`src/rtl/demux_route_pkg.sv`:
```
// Shared definitions for the 1x8 demux packet router: channel count,
// select width and the sequencer state encoding.
package demux_route_pkg;

    localparam int NUM_CH = 8;
    localparam int SEL_W  = 3;

    typedef enum logic [1:0] {
        ST_IDLE  = 2'd0,
        ST_BURST = 2'd1,
        ST_DROP  = 2'd2
    } state_t;

endpackage

```
`src/rtl/demux8_route_ctrl_demux1x8.sv`:
```
// Plain 1-to-8 demultiplexer: routes d to output i{s0,s1,s2}, with s0 as
// the most significant select bit. All other outputs are held low.
module demux1x8 (
    input  logic d,
    input  logic s0,
    input  logic s1,
    input  logic s2,
    output logic i0,
    output logic i1,
    output logic i2,
    output logic i3,
    output logic i4,
    output logic i5,
    output logic i6,
    output logic i7
);

    logic [2:0] idx;

    assign idx = {s0, s1, s2};
    assign i0  = d & (idx == 3'd0);
    assign i1  = d & (idx == 3'd1);
    assign i2  = d & (idx == 3'd2);
    assign i3  = d & (idx == 3'd3);
    assign i4  = d & (idx == 3'd4);
    assign i5  = d & (idx == 3'd5);
    assign i6  = d & (idx == 3'd6);
    assign i7  = d & (idx == 3'd7);

endmodule

```
`src/rtl/demux8_route_ctrl.sv`:
```
// Packet router/sequencer for the 1x8 demux datapath. Locks the channel
// select per packet, forwards beats through one output register with
// per-channel backpressure and drops packets aimed at disabled channels.
// Optional build macro DEMUX_PKT_CNT_EN adds 8-bit per-channel
// delivered-packet counters on pkt_cnt; without it pkt_cnt is tied to 0.
module demux8_route_ctrl #(
    parameter int DATA_W = 8,
    parameter int LEN_W  = 4
) (
    input  logic              clk,
    input  logic              rst,
    input  logic              in_valid,
    output logic              in_ready,
    input  logic [DATA_W-1:0] in_data,
    input  logic [2:0]        in_dest,
    input  logic [LEN_W-1:0]  in_len,
    input  logic [7:0]        ch_en,
    output logic [7:0]        out_valid,
    input  logic [7:0]        out_ready,
    output logic [DATA_W-1:0] out_data,
    output logic [2:0]        sel,
    output logic              busy,
    output logic              drop_pulse,
    output logic [63:0]       pkt_cnt
);

    import demux_route_pkg::*;

    localparam logic [LEN_W-1:0] LEN_ONE = LEN_W'(1);

    state_t            state;
    state_t            state_next;
    logic              o_vld;
    logic [LEN_W-1:0]  remaining;
    logic [LEN_W-1:0]  remaining_next;
    logic              pipe_free;
    logic              accept;
    logic              load;
    logic              drop_next;

    // The output register can take a beat when empty or draining this cycle;
    // dropped beats never touch it, so DROP always accepts.
    assign pipe_free = ~o_vld | out_ready[sel];
    assign in_ready  = (state == ST_DROP) ? 1'b1 : pipe_free;
    assign accept    = in_valid & in_ready;
    assign busy      = (state != ST_IDLE);

    // Sequencer state register
    always_ff @(posedge clk) begin
        if (rst) begin
            state <= ST_IDLE;
        end else begin
            state <= state_next;
        end
    end

    // Next-state, beat-count and load/drop decisions for the accepted beat
    always_comb begin
        state_next     = state;
        remaining_next = remaining;
        load           = 1'b0;
        drop_next      = 1'b0;
        case (state)
            ST_IDLE: begin
                if (accept) begin
                    remaining_next = in_len;
                    if (ch_en[in_dest]) begin
                        load = 1'b1;
                        if (in_len != '0) begin
                            state_next = ST_BURST;
                        end
                    end else if (in_len != '0) begin
                        state_next = ST_DROP;
                    end else begin
                        drop_next = 1'b1;
                    end
                end
            end
            ST_BURST: begin
                if (accept) begin
                    load           = 1'b1;
                    remaining_next = remaining - LEN_ONE;
                    if (remaining == LEN_ONE) begin
                        state_next = ST_IDLE;
                    end
                end
            end
            ST_DROP: begin
                if (accept) begin
                    remaining_next = remaining - LEN_ONE;
                    if (remaining == LEN_ONE) begin
                        drop_next  = 1'b1;
                        state_next = ST_IDLE;
                    end
                end
            end
            default: begin
                state_next = ST_IDLE;
            end
        endcase
    end

    // Output register: a load overrides a same-cycle drain so there is no bubble
    always_ff @(posedge clk) begin
        if (rst) begin
            o_vld      <= 1'b0;
            out_data   <= '0;
            sel        <= '0;
            remaining  <= '0;
            drop_pulse <= 1'b0;
        end else begin
            remaining  <= remaining_next;
            drop_pulse <= drop_next;
            if (load) begin
                o_vld    <= 1'b1;
                out_data <= in_data;
                if (state == ST_IDLE) begin
                    sel <= in_dest;
                end
            end else if (out_ready[sel]) begin
                o_vld <= 1'b0;
            end
        end
    end

    demux1x8 u_valid_decode (
        .d  (o_vld),
        .s0 (sel[2]),
        .s1 (sel[1]),
        .s2 (sel[0]),
        .i0 (out_valid[0]),
        .i1 (out_valid[1]),
        .i2 (out_valid[2]),
        .i3 (out_valid[3]),
        .i4 (out_valid[4]),
        .i5 (out_valid[5]),
        .i6 (out_valid[6]),
        .i7 (out_valid[7])
    );

`ifdef DEMUX_PKT_CNT_EN
    logic [7:0]       cnt [NUM_CH];
    logic             cnt_inc;
    logic [SEL_W-1:0] cnt_ch;

    // A delivered packet completes when a loaded beat also returns to IDLE
    always_comb begin
        cnt_inc = 1'b0;
        cnt_ch  = sel;
        if (load && (state_next == ST_IDLE)) begin
            cnt_inc = 1'b1;
            cnt_ch  = (state == ST_IDLE) ? in_dest : sel;
        end
    end

    // Per-channel wrapping packet counters
    always_ff @(posedge clk) begin
        if (rst) begin
            for (int i = 0; i < NUM_CH; i++) begin
                cnt[i] <= '0;
            end
        end else if (cnt_inc) begin
            cnt[cnt_ch] <= cnt[cnt_ch] + 8'd1;
        end
    end

    for (genvar g = 0; g < NUM_CH; g++) begin : g_cnt_out
        assign pkt_cnt[8*g +: 8] = cnt[g];
    end
`else
    assign pkt_cnt = '0;
`endif

endmodule

```
`config.mk`:
```
export PLATFORM = sky130hd
export DESIGN_NAME = demux8_route_ctrl
export DESIGN_NICKNAME = d
export VERILOG_FILES = /design/src/rtl/demux_route_pkg.sv /design/src/rtl/demux8_route_ctrl_demux1x8.sv /design/src/rtl/demux8_route_ctrl.sv
export SDC_FILE = /design/constraint.sdc
export NUM_CORES = 1
export LEC_CHECK = 0
export CAP_MARGIN = 20
export CORE_MARGIN = 1
export CORE_UTILIZATION = 39
export CTS_CLUSTER_DIAMETER = 30
export DETAILED_ROUTE_END_ITERATION = 8
export MAX_ROUTING_LAYER = met4
export PLACE_DENSITY = 0.88
export RECOVER_POWER = 50
export SLEW_MARGIN = 10
export SYNTH_ARGS = -nofsm -noshare
export SYNTH_HDL_FRONTEND = slang
export SYNTH_SLANG_ARGS = --single-unit
```
`constraint.sdc`:
```
create_clock -name clk -period 3.3 [get_ports clk]
set_input_delay 0.99 -clock clk [delete_from_list [all_inputs] [get_ports clk]]
set_output_delay 0.99 -clock clk [all_outputs]
set_load 0.03 [all_outputs]
```
==> flow_summary.yaml <==
routing:
  antenna_left: 0
  first_pass_iters: 4
  wl_per_cell_um: 10.76
  viasPerCell: 4.374
  wl_um: 3250
  drc_errors: 0
  drtIter0Drc: 35
  num_vias: 1321
yosys:
  yosysUniqueCellTypes: 37
  synth-seq-area-share: 0.2175
  synth_edf_count: 0
  synthCells: 209
  ys_warn_count: 0
  synth_area_mm2: 0.001749
  synth_seq_cells: 19
  async_reset_ff_frac: 0
  ys.flop_type: "dfxtp_1"
  syn_avg_cell_area_um2: 8.369
flow_run:
  maxCapViolCount: 0
timing:
  finalSetupTns_ns: 0
  maxSlewViolCount: 0
  period_minus_slack_ns: 3.166
  slew_headroom: 0.3300
  min_period_over_period: 0.9595
  fin_skew_ns: 0.0008982
  finalHoldViolations: 0
  worst_pin_slew_ns: 1.001
  whs_ns: 0.4902
  fmax_ghz: 0.3158
  rsz0062_at_grt: "no"
  finalSetupViolCount: 0
  worst_slack_ns: 0.1336
pwr:
  ir_drop_v: 0.0002818
  p_sw_frac: 0.4317
  total_power_uw: 886.1
  power.switching_uw: 382.5
  p_int_uw: 503.6
  comb_power_share: 0.490
  leakage_nw: 0.9153
  power_density_mw_per_mm2: 432.4
  clkPwrFrac: 0.183
  p_seq_frac: 0.327
status:
  outcome: "completed"
global_route:
  grt_pass1_vias: 1081
  grt_max_degree: 13
  gr-usage-all-layers: 0.1402
  overflow: 0
  grt_pass1_wl_um: 4871
  antenna_found_initial: 0
final_layout:
  drive_above_1_share: 0.04762
  fin_area_mm2: 0.002049
  syn_to_final_growth_pct: 17.17
  regArea_um2: 380.4
  multi_input_area_um2: 959.7
  nets: 292
  insertedDiodeCount: 0
  fillers: 419
cts:
  cts.path.max_buffers: 2
  cts.sinks: 19
  hold_buffers: 0
  htree_levels: 1
  postCtsSetupBuffers: 0
  clockRootBuffer: "clkbuf_8"
  cts.clk_slew.worst_paths_ns: 0.07
  tritoncts: "done"
  cts_buffers: 3
  cts-resized-gates: 0
  clk_latency_ns: 0.25
setup_path:
  start_kind: "primary input"
  worstPathArrival_ns: 3.31
  crit_type: "in -> reg"
  path_cells: "dlygate4sd3_1 -> mux4_1 -> mux2_4 -> a21oi_2 -> nor3b_2 -> mux2i_1 -> nor2_1"
  crit_buf_inv: 1
  crit_fanout: 9
  slowest_stage: "nor3b_2"
  path_delay_family: "simple AND/OR/NAND/NOR gates"
  end_kind: "flip-flop"
  cpPeakStageDelay_ns: 0.81
  required_ns: 3.45
  r2r_setup_slack_ns: 0.76
floorplan:
  start_util: 0.4221
  die_w_um: 68.97
  io-pin-count: 120
  die_y_um: 68.97
  core_region_area_mm2: 0.004144
  rows: 23
  die_area_mm2: 0.004757
placement:
  place_congestion: 0.7611
  postPlaceCellArea_mm2: 0.002018
  portBuffers: 55
  dp_slack_ns: 0.02359
  place_hpwl_um: 2628
hold_path:
  hold_path.class: "reg -> reg"
## through the flow
step,util,instances
global placement,0.4870,298
global route,0.4946,302
finish,0.4946,302
floorplan,-,272
CTS,0.4982,302
detailed placement,0.4870,298
## worst paths after layout
| kind | to | startpoint | depth (start not counted) |
|---|---|---|---|
| setup / recovery | out_data[7]$_SDFFE_PP0P_ | in_dest[1] | 7 |
| setup reg to reg | remaining[2]$_SDFFE_PP0P_ | sel[1]$_SDFFE_PP0P_ | 7 |
| hold / removal | out_data[0]$_SDFFE_PP0P_ | out_data[0]$_SDFFE_PP0P_ | 2 |
| hold reg to reg | out_data[0]$_SDFFE_PP0P_ | out_data[0]$_SDFFE_PP0P_ | 2 |
## cell usage after synthesis, types with 2 or more instances
cell,instances,area share
nor3_1,4,0.011
nor2b_1,2,0.0072
nand2b_1,5,0.018
a32o_1,4,0.023
nand2_1,5,0.011
nor3b_1,2,0.0086
inv_1,11,0.024
dfxtp_1,19,0.22
a211oi_1,2,0.0086
ha_1,5,0.036
mux4_1,2,0.030
nor2_1,25,0.054
clkbuf_1,2,0.0043
buf_4,76,0.33
nand3_1,3,0.0086
mux2i_1,16,0.092
o21ai_0,3,0.0086
a21oi_1,4,0.011
## placed cells by master (no fill, tap or decap), drive strengths merged
cell type and n:
a211oi 2, a21boi 1, a21oi 5, a22oi 1, a31oi 1, a32o 4
buf 2, clkbuf 4, clkdlybuf4s50 40, clkinv 1, conb 64, dfxtp 19
dlygate4sd3 14, ha 5, inv 11, mux2 1, mux2i 16, mux4 2
nand2 5, nand2b 5, nand3 3, nand3b 1, nor2 25, nor2b 2
nor3 4, nor3b 4, nor4 1, nor4b 1, o21ai 4, o221ai 1
o22ai 1, o2bb2ai 1, or3 1
## per-layer routing
metal / up-vias / share of wire / wire, µm / track usage
met5: - / 0 / 0 / -
met1: 603 / 0.40 / 1310 / 0.1637
met3: 2 / 0.085 / 275 / 0.04112
met2: 76 / 0.51 / 1651 / 0.2403
li1: 640 / - / - / -
met4: 0 / 0.0037 / 12 / 0.02296
## cells by family (layout without fill, tap and decap cells)
family	count (synthesis)	count (layout)	synth area share
compound gates	21	21	0.09657
mux	19	19	0.1302
buf+inv	92	72	0.3655
flops	19	19	0.2175
fa+ha+maj	5	5	0.03577
other cells	1	64	0.002144
simple gates	52	52	0.1524
## power groups by stage
stage / registers, mW / logic [mW] / clock network, mW
after floorplan: 0.304 / 0.383 / 0
after global placement: 0.294 / 0.436 / 0
after detailed placement: 0.295 / 0.444 / 0
after CTS: 0.291 / 0.445 / 0.169
after global routing: 0.296 / 0.471 / 0.180
final: 0.290 / 0.434 / 0.162
## final cells by class
| cell class | instances | share of cell area |
|---|---|---|
| repair buffers | 57 | 0.2729 |
| well taps | 50 | 0.03052 |
| clock buffers | 3 | 0.02015 |
| inverters | 11 | 0.02015 |
| flip-flops and latches | 19 | 0.1856 |
| multi-input cells | 161 | 0.4683 |
| clock inverters | 1 | 0.002442 |
## state kept, by name, indices dropped and copies added (netlist names)
name / flops
sel: 3
drop_pulse: 1
remaining: 4
state: 2
out_data: 8
o_vld: 1
## tightest hold or removal path, delay by kind of cell, from the launching register on
family,cells,cell delay (ns)
simple gates,1,0.07
flops,1,0.32
mux,1,0.06
(Power assumes the default switching activity.)
